<file path="src/rtl/sad_accumulator.sv">
// Accumulates |a - b| over blocks of LEN accepted pairs and emits each block's SAD.
// sad/out_valid register on the LEN-th accept; in_ready drops while a result is held.
module sad_accumulator #(
  parameter int WIDTH  = 5,
  parameter int LEN    = 4,
  parameter int SIGNED = 0
) (
  input  logic                       clk,
  input  logic                       rst,
  input  logic                       flush,
  input  logic                       in_valid,
  output logic                       in_ready,
  input  logic [WIDTH-1:0]           a,
  input  logic [WIDTH-1:0]           b,
  output logic                       out_valid,
  input  logic                       out_ready,
  output logic [WIDTH+$clog2(LEN)-1:0] sad,
  output logic [$clog2(LEN):0]       count
);

  localparam int SW = WIDTH + $clog2(LEN);
  localparam int CW = $clog2(LEN) + 1;

  typedef enum logic {ACCUM, HOLD} state_t;

  state_t          state;
  logic [SW-1:0]   acc;
  logic [WIDTH:0]  ax;
  logic [WIDTH:0]  bx;
  logic [WIDTH:0]  diff;
  logic [WIDTH-1:0] d;
  logic            last_pair;

  // One extra bit holds any difference of two WIDTH-bit operands in either
  // interpretation; its magnitude always fits back into WIDTH bits.
  always_comb begin
    ax = (SIGNED != 0) ? {a[WIDTH-1], a} : {1'b0, a};
    bx = (SIGNED != 0) ? {b[WIDTH-1], b} : {1'b0, b};
    diff = ax - bx;
    d = WIDTH'(diff[WIDTH] ? (~diff + (WIDTH+1)'(1)) : diff);
  end

  assign last_pair = (count == CW'(LEN - 1));
  assign in_ready  = (state == ACCUM) && !flush && !rst;

  always_ff @(posedge clk) begin
    if (rst) begin
      state     <= ACCUM;
      acc       <= '0;
      count     <= '0;
      sad       <= '0;
      out_valid <= 1'b0;
    end else if (flush) begin
      state     <= ACCUM;
      acc       <= '0;
      count     <= '0;
      out_valid <= 1'b0;
    end else begin
      case (state)
        ACCUM: begin
          if (in_valid) begin
            if (last_pair) begin
              sad       <= acc + SW'(d);
              out_valid <= 1'b1;
              acc       <= '0;
              count     <= '0;
              state     <= HOLD;
            end else begin
              acc   <= acc + SW'(d);
              count <= count + CW'(1);
            end
          end
        end
        HOLD: begin
          // No bypass: the accept cycle still reports in_ready = 0.
          if (out_ready) begin
            out_valid <= 1'b0;
            state     <= ACCUM;
          end
        end
        default: state <= ACCUM;
      endcase
    end
  end

endmodule

</file>
<file path="config.mk">
export PLATFORM = sky130hd
export DESIGN_NAME = sad_accumulator
export DESIGN_NICKNAME = d
export VERILOG_FILES = /design/src/rtl/sad_accumulator.sv
export SDC_FILE = /design/constraint.sdc
export NUM_CORES = 1
export LEC_CHECK = 0
export BUFFER_PORTS_ARGS = -buffer_cell sky130_fd_sc_hd__buf_2
export CAP_MARGIN = 20
export CELL_PAD_IN_SITES_DETAIL_PLACEMENT = 1
export CELL_PAD_IN_SITES_GLOBAL_PLACEMENT = 1
export CORE_ASPECT_RATIO = 0.9
export CORE_MARGIN = 4
export CORE_UTILIZATION = 30
export CTS_CLUSTER_SIZE = 20
export DETAILED_ROUTE_END_ITERATION = 10
export GPL_ROUTABILITY_DRIVEN = 0
export HOLD_SLACK_MARGIN = 0.12
export PLACE_DENSITY = 0.64
export SLEW_MARGIN = 0
export SYNTH_ARGS = -nofsm -noshare
export SYNTH_HDL_FRONTEND = slang
export SYNTH_SLANG_ARGS = --single-unit
</file>
<file path="constraint.sdc">
create_clock -name clk -period 7.7 [get_ports clk]
set_clock_uncertainty 0.05 [all_clocks]
set_input_delay 0.385 -clock clk [delete_from_list [all_inputs] [get_ports clk]]
set_output_delay 0.385 -clock clk [all_outputs]
set_load 0.005 [all_outputs]
</file>
==> results.txt, run 1 <==
CP Data Required Time -> 7.84 ns
Setup CP Type -> primary input to flip-flop
maximum clock rate -> 335 MHz
status -> finished clean
largest net degree at the start of global routing -> 16
number of fillers in the final layout -> 508
die height -> 69.6 microns
setup tns final -> 0 ns
Synth Cell Area -> 0.00127 sq mm
vias in the first global route -> 1174
reg2reg end -> acc[6]
full die area -> 0.00533 sq mm
worst-margin pin slew -> 0.709 ns
Initial DRC Count -> 21
Post-DRT Antenna Nets -> 0
area taken by multi-input logic gates -> 815 sq um
P_leak -> 0.670 nW
# IOs -> 27
total CTS buffers -> 3
final period utilization -> 0.388
Port Buffers -> 26
Worst Path Buf+Inv -> 4
DIE WIDTH -> 76.5 microns
Seq/Total Area, Yosys -> 0.300
CP startpoint -> a[0]
Hold Vio Cnt, Final -> 0
post-synth top area cell -> dfxtp_1
CTS clk-pin slew, worst paths -> 0.07 ns
Area Growth Syn to Fin -> 16.8%
cell area power density -> 185 mW/mm^2
Max IR drop VDD -> 0.0658 mV
Setup Buffers After CTS -> 0
post-synthesis cell type count -> 34
Detailed Place HPWL -> 2630 microns
GRT Overall Usage -> 0.125
Slew headroom -> 0.524
layout cell share with drive strength beyond 1 -> 0.208
Final Max Slew Viols -> 0
nets -> 209
RR Startpoint -> acc[0]
Vias per Instance -> 5.03
GRT overflow -> 0
detailed-route wire length per cell -> 14.0 microns
Sink Count -> 19
global-route wire length before repair -> 5510 microns
Remaining DRCs -> 0
CTS tree -> yes
Setup violations, final -> 0
Post-Layout Inst Area -> 0.00148 sq mm
vias -> 1137
CTS Hold Bufs -> 0
hold path cells -> 2
worst hold start -> rst
CTS max path bufs -> 2
Synth top area share -> 0.300
CTS root buf -> clkbuf_8
antenna violations before repair -> 0
DRT Pass-1 Iters -> 4
htree depth -> 1
YS warnings -> 0
RSZ-0062 raised after global routing -> false
main area contributors after synthesis -> dfxtp_1, ha_1, a21oi_1, xnor2_1, nor2_1
Register Area -> 380 sq um
worst-path maximum fanout -> 3
Worst Setup End Kind -> flip-flop
number of gates resized after CTS -> 0
crit path time final -> 2.98 ns
Worst Hold Class -> primary input to flip-flop
cells after synthesis -> 152
CP Cell Sequence -> buf_2, inv_1, ha_1, inv_1, fa_1, inv_1, ha_1, mux2_2, ha_1, a211oi_1, o21bai_2, a21oi_1, or4_1, o21ai_0
site row count -> 22
ant diodes -> 0
Placement Cell Area -> 0.00143 sq mm
Hold Path End -> sad[2]
delay-heaviest family, CP -> adder cells
Starting Density -> 0.311
reg2reg path depth -> 8
Clock Latency Late Sink -> 0.26 ns
Avg Cell Area, Syn -> 8.33 sq um
synthesis-stage register bit count -> 19
slowest stage cell, crit path -> fa_1
MaxCap Viol Count -> 0
Crit path largest cell delay -> 0.51 ns
CP Launch Type -> primary input
crit path DAT -> 3.12 ns
core area -> 0.00407 sq mm
syn_nets -> 182
Detailed Route WL -> 3170 microns
setup slack, reg-to-reg -> 5.74 ns
-- worst register-to-register path: stages, from the launching register on --
cell       delay, ns
dfxtp_1         0.34
ha_1            0.20
inv_1           0.07
fa_1            0.40
nor2b_1         0.20
o2111ai_1       0.13
nand3_1         0.12
xnor2_1         0.11
o41ai_1         0.25
-- synthesized netlist by cell type, drive strengths merged --
library cell / n
a2111oi: 1
inv: 13
fa: 2
o22a: 1
a211oi: 2
or3: 1
o31ai: 1
o2111ai: 1
nor2: 18
xnor2: 8
dfxtp: 19
or2: 2
nor4b: 1
buf: 1
nand2b: 5
o21bai: 2
or4: 1
nand3: 5
o21ai: 5
nand2: 13
mux2: 1
xor2: 2
a21oi: 15
nor3: 2
ha: 13
nor2b: 3
a21o: 2
a31oi: 3
a22oi: 4
clkbuf: 3
o41ai: 2
-- worst max path at each step --
stage | to | slack [ns] | depth (start not counted)
after floorplan | acc[5] | 4.78 | 13
after global placement | acc[5] | 4.56 | 14
after detailed placement | acc[5] | 4.46 | 14
after CTS | acc[5] | 4.70 | 14
after global routing | acc[5] | 4.55 | 14
final | acc[5] | 4.72 | 14
-- report_power, final --
group / switching [W] / total (W) / internal [W]
Combinational: 0.0000575 / 0.0000993 / 0.0000419
Sequential: 0.00000266 / 0.000104 / 0.000101
Clock: 0.0000337 / 0.0000705 / 0.0000368
Total: 0.0000938 / 0.000274 / 0.000180
-- cell type report --
| type | instances | share of cell area |
|---|---|---|
| sequential | 19 | 0.257 |
| timing repair buffer | 26 | 0.0880 |
| inverter | 13 | 0.0330 |
| multi-input combinational | 116 | 0.551 |
| clock buffer | 4 | 0.0305 |
| tap | 48 | 0.0406 |
-- logic make-up (layout without fill, tap and decap cells) --
logic type / after synthesis / in the layout / share of synthesized area
AND/OR/NAND/NOR: 51 / 51 / 0.204
AO/OA/AOI/OAI: 39 / 39 / 0.202
flip-flops: 19 / 19 / 0.300
buffers and inverters: 17 / 43 / 0.0563
adder cells (fa/ha/maj): 15 / 15 / 0.160
XOR/XNOR: 10 / 10 / 0.0692
multiplexers: 1 / 1 / 0.00889
-- cells in the final DEF, fill, tap and decap left out, drive strengths merged, types with 4 or more instances in the layout --
master,Yosys,layout
nand2b,5,5
clkbuf,3,4
o21ai,5,5
a21oi,15,15
nor2,18,18
buf,1,26
ha,13,13
a22oi,4,4
inv,13,13
xnor2,8,8
dfxtp,19,19
nand2,13,13
nand3,5,5
-- registers in the layout (all words and copies together), names as in the netlist --
name       cells
state          1
count          3
acc            7
out_valid      1
sad            7
-- per-layer routing --
layer | wire [microns] | track usage | share of wire | vias up
li1 | - | - | - | 575
met1 | 1460 | 0.162 | 0.46 | 544
met2 | 1570 | 0.211 | 0.50 | 16
met3 | 107 | 0.0247 | 0.034 | 2
met4 | 31 | 0.0302 | 0.0098 | 0
met5 | 0 | 0 | 0 | -
-- per-stage QoR --
stage / util / cells / setup slack [ns] / hold WS [ns] / total power [W]
2_1_floorplan: - / 152 / 4.78 / 0.398 / 0.000178
4_1_cts: 0.363 / 226 / 4.70 / 0.389 / 0.000277
5_1_grt: 0.363 / 226 / 4.55 / 0.418 / 0.000294
6_report: 0.363 / 226 / 4.72 / 0.389 / 0.000274
3_5_place_dp: 0.352 / 222 / 4.46 / 0.402 / 0.000204
3_3_place_gp: 0.352 / 222 / 4.56 / 0.392 / 0.000199
Power figures use the tool's default switching activity.
==> inputs of run 2 (changes only) <==
- PLACE_DENSITY: 0.64 -> 0.67
- clock period: 7.7 -> 2.5 ns (I/O delays scaled with it)
==> run 2 against run 1 <==
  * The run now ends with negative setup slack left
  * First-iteration DRC count grew to 2.5 times the previous value
  * Combinational power increased to 4.9 times the previous value
  * Via count up 7.7%
  * Routed wire length up 13%
  * Design area increased by 20%
  * Utilization increased by 7.3 points
  * Hold slack worse by 0.26 ns
  * Sequential power rose to 3.1 times the previous value
  * Non-clock buffer count increased by 16
  * Die area did not move
  * Clock power increased to 3.0 times the previous value
  * Critical path depth rose by 1
  * Highest routed layer unchanged
==> results.txt, run 2 (same netlist as run 1, synthesis figures left out) <==
Setup CP Type -> primary input to flip-flop
DIE WIDTH -> 76.5 microns
Hold Vio Cnt, Final -> 0
met3 wire len -> 90 microns
Port Buffers -> 26
layout cell share with drive strength beyond 1 -> 0.381
metal2 WL -> 1830 microns
global-route wire length before repair -> 6020 microns
vias -> 1225
Starting Density -> 0.311
Post-DRT Antenna Nets -> 0
status -> complete, but fails checks
core area -> 0.00407 sq mm
htree depth -> 1
ant diodes -> 0
reg2reg path depth -> 8
CP Data Required Time -> 2.65 ns
sw power -> 0.000353 W
CTS max path bufs -> 2
CP Cell Sequence -> buf_6, inv_4, ha_4, inv_2, fa_1, inv_2, ha_4, mux2_4, ha_4, a211oi_4, o21bai_2, buf_6, a2111oi_4, a31oi_1, nand2_1
worst hold start -> out_ready
slowest stage cell, crit path -> fa_1
Top cell by count, worst path -> ha_4
CP startpoint -> a[0]
Internal -> 0.000671 W
die height -> 69.6 microns
vias in the first global route -> 1273
Power Total -> 0.00102 W
Top Registers -> acc x7, sad x7, count x3
CTS root buf -> clkbuf_8
Flop pwr share -> 0.315
largest net degree at the start of global routing -> 16
crit path DAT -> 2.74 ns
hold path cells -> 4
maximum clock rate -> 386 MHz
Worst Hold Class -> primary input to flip-flop
Detailed Place HPWL -> 2740 microns
Initial DRC Count -> 53
cell area power density -> 577 mW/mm^2
# IOs -> 27
Min Hold Slack -> 0.132 ns
Remaining DRCs -> 0
Final Max Slew Viols -> 0
most common cell after layout, fill and taps aside -> buf_2
CTS clk-pin slew, worst paths -> 0.07 ns
Detailed Route WL -> 3580 microns
worst-margin pin slew -> 0.655 ns
Crit path largest cell delay -> 0.58 ns
GRT overflow -> 0
Max IR drop VDD -> 0.243 mV
Worst Setup End Kind -> flip-flop
RSZ-0062 raised after global routing -> true
worst-path maximum fanout -> 2
full die area -> 0.00533 sq mm
reg2reg end -> acc[6]
Hold Path End -> state
Setup violations, final -> 3
dpl ws -> -0.385 ns
Gate power share -> 0.478
setup slack, reg-to-reg -> 0.60 ns
total CTS buffers -> 3
CTS tree -> yes
Clock Latency Late Sink -> 0.25 ns
GRT Overall Usage -> 0.135
antenna violations before repair -> 0
CTS Hold Bufs -> 0
Area Growth Syn to Fin -> 40.2%
most frequent cells in the layout -> buf_2, dfxtp_1, nor2_1
clock network fraction of total power -> 0.207
max layer used -> met4
RR Startpoint -> acc[0]
failing checks -> negative setup slack
nets -> 225
Net Sw Frac -> 0.344
MaxCap Viol Count -> 0
Vias per Instance -> 5.06
CP Launch Type -> primary input
Final WS setup -> -0.0888 ns
P_leak -> 0.797 nW
Metal-1 WL -> 1640 microns
Slew headroom -> 0.560
final period utilization -> 1.04
Sink Count -> 19
setup tns final -> -0.213 ns
site row count -> 22
detailed-route wire length per cell -> 14.8 microns
DRT Pass-1 Iters -> 4
crit path time final -> 2.59 ns
-- run 2: cell types whose count changed in the layout (fill, tap and decap cells not counted), sizes merged --
| cell | change |
|---|---|
| buf | +16 |
-- run 2: through the flow --
step                      utilization  area [sq um]  std cells
after floorplan                     -          1280        152
final                           0.436          1780        242
after global routing            0.436          1780        242
after detailed placement        0.378          1540        234
after CTS                       0.406          1660        240
after global placement          0.378          1540        234
-- run 2: repair_timing --
| item | in CTS | in global routing |
|---|---|---|
| setup buffers | 2 | 2 |
| pin swaps | 4 | 17 |
| endpoints found under the setup margin | 7 | 8 |
| gates resized for setup | 14 | 18 |
-- run 2: critical path: cells and delay by family --
| family | cells | cell delay, ns |
|---|---|---|
| AND/OR/NAND/NOR | 1 | 0.06 |
| AO/OA/AOI/OAI | 4 | 0.73 |
| buffers and inverters | 5 | 0.37 |
| adder cells (fa/ha/maj) | 4 | 1.16 |
| multiplexers | 1 | 0.29 |
-- run 2: cell type report --
class	count	area [sq um]
timing repair buffer	42	260
tap	48	60.1
fill	499	2300
multi-input combinational	116	978
clock buffer	4	45.0
inverter	13	51.3
sequential	19	380
-- run 2: worst max path at each step --
stage | cells past startpoint | slack, ns | to
global route | 15 | -0.22 | acc[6]
CTS | 15 | -0.08 | sad[5]
detailed placement | 14 | -0.39 | acc[5]
finish | 15 | -0.09 | sad[5]
floorplan | 13 | -0.12 | acc[5]
global placement | 14 | -0.30 | acc[5]
-- run 2: power groups by stage --
stage / registers (W) / logic [W] / clock network [W]
detailed placement: 0.000328 / 0.000365 / 0
finish: 0.000322 / 0.000489 / 0.000212
global route: 0.000323 / 0.000531 / 0.000235
floorplan: 0.000325 / 0.000233 / 0
global placement: 0.000327 / 0.000346 / 0
CTS: 0.000321 / 0.000412 / 0.000221
-- run 2: per-layer routing --
metal,global-route usage,vias to the layer above
met3,0.0286,4
met2,0.230,15
met5,0,-
li1,-,611
met4,0.0262,0
met1,0.175,595
==> inputs of run 3 (changes only) <==
- ABC_AREA: default -> 1
- PLACE_DENSITY: 0.67 -> 0.69
==> run 3 against run 2 <==
  * The run now ends clean
  * First-iteration DRC count down 21%
  * Largest cell class unchanged
  * Sequential share of layout area down 1.2 points
  * Non-clock buffer count down 2
  * Utilization up 1.4 points
  * Total power down 6.4%
==> results.txt, run 3 <==
die height -> 71.3 microns
Starting Density -> 0.319
status -> finished clean
CP Data Required Time -> 2.64 ns
Max IR drop VDD -> 0.217 mV
Clock Latency Late Sink -> 0.26 ns
Synth Cell Area -> 0.00134 sq mm
Avg Cell Area, Syn -> 6.71 sq um
Sink Count -> 19
GRT overflow -> 0
core area -> 0.00418 sq mm
Initial DRC Count -> 42
Remaining DRCs -> 0
Final Max Slew Viols -> 0
Setup CP Type -> primary input to flip-flop
detailed-route wire length per cell -> 12.7 microns
Core Util, Final -> 0.449
CTS max path bufs -> 2
most common cell after layout, fill and taps aside -> nand2_1
global-route wire length before repair -> 6040 microns
Worst Hold Class -> primary input to flip-flop
CP Cell Sequence -> buf_6, inv_4, ha_4, inv_4, fa_2, inv_2, ha_4, xor2_1, nand2_1, o21ai_1, inv_1, ha_4, or2_4, nand3_2, nand2_1, nand2_2, nand3_2, a21oi_2
P_leak -> 0.912 nW
Hold Vio Cnt, Final -> 0
Final WS setup -> 0.0754 ns
syn_nets -> 229
DIE WIDTH -> 78.3 microns
CTS clk-pin slew, worst paths -> 0.07 ns
Internal -> 0.000625 W
MaxCap Viol Count -> 0
cell area power density -> 510 mW/mm^2
Primary FF master, synth -> dfxtp_1
sw power -> 0.000333 W
GRT Overall Usage -> 0.134
cells after synthesis -> 199
htree depth -> 1
clock network fraction of total power -> 0.225
dpl ws -> -0.305 ns
crit path time final -> 2.42 ns
# IOs -> 27
Commonest cells post-synth -> nand2_1, inv_1, dfxtp_1
vias -> 1360
post-synth top area cell -> dfxtp_1
vias in the first global route -> 1361
Setup violations, final -> 0
Worst Setup End Kind -> flip-flop
RSZ-0062 raised after global routing -> true
Flop pwr share -> 0.332
CTS tree -> yes
post-synthesis cell type count -> 27
Gate power share -> 0.443
Detailed Place HPWL -> 2760 microns
delay-heaviest family, CP -> adder cells
YS warnings -> 0
synthesis-stage register bit count -> 19
number of fillers in the final layout -> 557
worst-margin pin slew -> 0.499 ns
CP Launch Type -> primary input
antenna violations before repair -> 0
DRT Pass-1 Iters -> 4
Power Total -> 0.000958 W
Vias per Instance -> 4.52
final period utilization -> 0.970
main area contributors after synthesis -> dfxtp_1, nand2_1, ha_1, inv_1, a21oi_1
Seq/Total Area, Yosys -> 0.285
Top cell by count, worst path -> ha_4
Top Registers -> acc x7, sad x7, count x3
Crit path largest cell delay -> 0.58 ns
Slew headroom -> 0.667
CTS root buf -> clkbuf_8
worst-path maximum fanout -> 3
nets -> 272
count leader, synth -> nand2_1
Post-synth EDFFs -> 0
maximum clock rate -> 412 MHz
layout cell share with drive strength beyond 1 -> 0.365
crit path DAT -> 2.57 ns
setup tns final -> 0 ns
Min Hold Slack -> 0.119 ns
slowest stage cell, crit path -> fa_2
largest net degree at the start of global routing -> 14
Port Buffers -> 26
Synth top area share -> 0.285
ys async rst share -> 0
Post-DRT Antenna Nets -> 0
Net Sw Frac -> 0.348
site row count -> 22
total CTS buffers -> 3
most frequent cells in the layout -> nand2_1, inv_1, buf_2
Worst Path Buf+Inv -> 5
full die area -> 0.00558 sq mm
Area Growth Syn to Fin -> 40.9%
ant diodes -> 0
Detailed Route WL -> 3810 microns
==> run 3: cell types whose count changed after synthesis, sizes merged, moves of 3 or more <==
cell and change:
nand2 +43, a22oi -4, nand2b -5, o21ai +4
inv +23, nor2b -3, a31oi -3, xnor2 -7
nand3 +6
==> run 3: final timing paths <==
path / slack, ns / endpoint / start / cells after the start
worst min register to register: 0.43 / sad[2] / sad[2] / 2
worst min-delay path: 0.12 / sad[6] / rst / 4
worst max register to register: 0.79 / acc[4] / acc[0] / 9
worst max-delay path: 0.08 / acc[5] / a[0] / 18
==> run 3: timing repair <==
item / in CTS / in global routing
gates resized for setup: 3 / 44
hold buffers: 2 / 0
buffers inserted: 1 / 2
endpoints found under the hold margin: 2 / 0
endpoints found under the setup margin: 2 / 10
pin swaps: 2 / 24
==> run 3: stage by stage <==
stage | cell area, sq um | cells
2_1_floorplan | 1350 | 199
3_3_place_gp | 1610 | 292
3_5_place_dp | 1610 | 292
4_1_cts | 1690 | 299
5_1_grt | 1880 | 301
6_report | 1880 | 301
==> run 3: power by group through the flow <==
| stage | clock network (W) | logic [W] | registers, W |
|---|---|---|---|
| 2_1_floorplan | 0 | 0.000200 | 0.000322 |
| 3_3_place_gp | 0 | 0.000291 | 0.000323 |
| 3_5_place_dp | 0 | 0.000299 | 0.000324 |
| 4_1_cts | 0.000223 | 0.000317 | 0.000317 |
| 5_1_grt | 0.000240 | 0.000475 | 0.000319 |
| 6_report | 0.000216 | 0.000424 | 0.000318 |
==> run 3: area by class of cell <==
type	instances	area (sq um)	area share
clock buffers	4	45.0	0.0240
multi-input cells	142	993	0.528
well taps	60	75.1	0.0399
flip-flops and latches	19	380	0.202
repair buffers	40	246	0.131
inverters	36	140	0.0745
==> run 3: worst reg2reg max path: stages, from the launching register on <==
cell and delay, ns:
dfxtp_1 0.34, ha_1 0.17, inv_1 0.07, fa_2 0.39
inv_2 0.07, nand3_2 0.06, nand2_2 0.07, xor2_2 0.15
nand2_1 0.09, a21oi_2 0.17
==> run 3: kinds of logic (layout without fill, tap and decap cells) <==
kind of cell / Yosys count / count (layout) / share of synthesized area
AND/OR/NAND/NOR: 95 / 95 / 0.309
AO/OA/AOI/OAI: 28 / 28 / 0.115
XOR/XNOR: 4 / 4 / 0.0262
flip-flops: 19 / 19 / 0.285
adder cells (fa/ha/maj): 15 / 15 / 0.152
buffers and inverters: 38 / 80 / 0.112
==> run 3: per-layer routing <==
layer,vias to the layer above,share of wire,global-route usage
li1,702,-,-
met1,645,0.45,0.176
met2,11,0.53,0.230
met3,2,0.022,0.0339
met4,0,0.0034,0.0175
met5,-,0,0
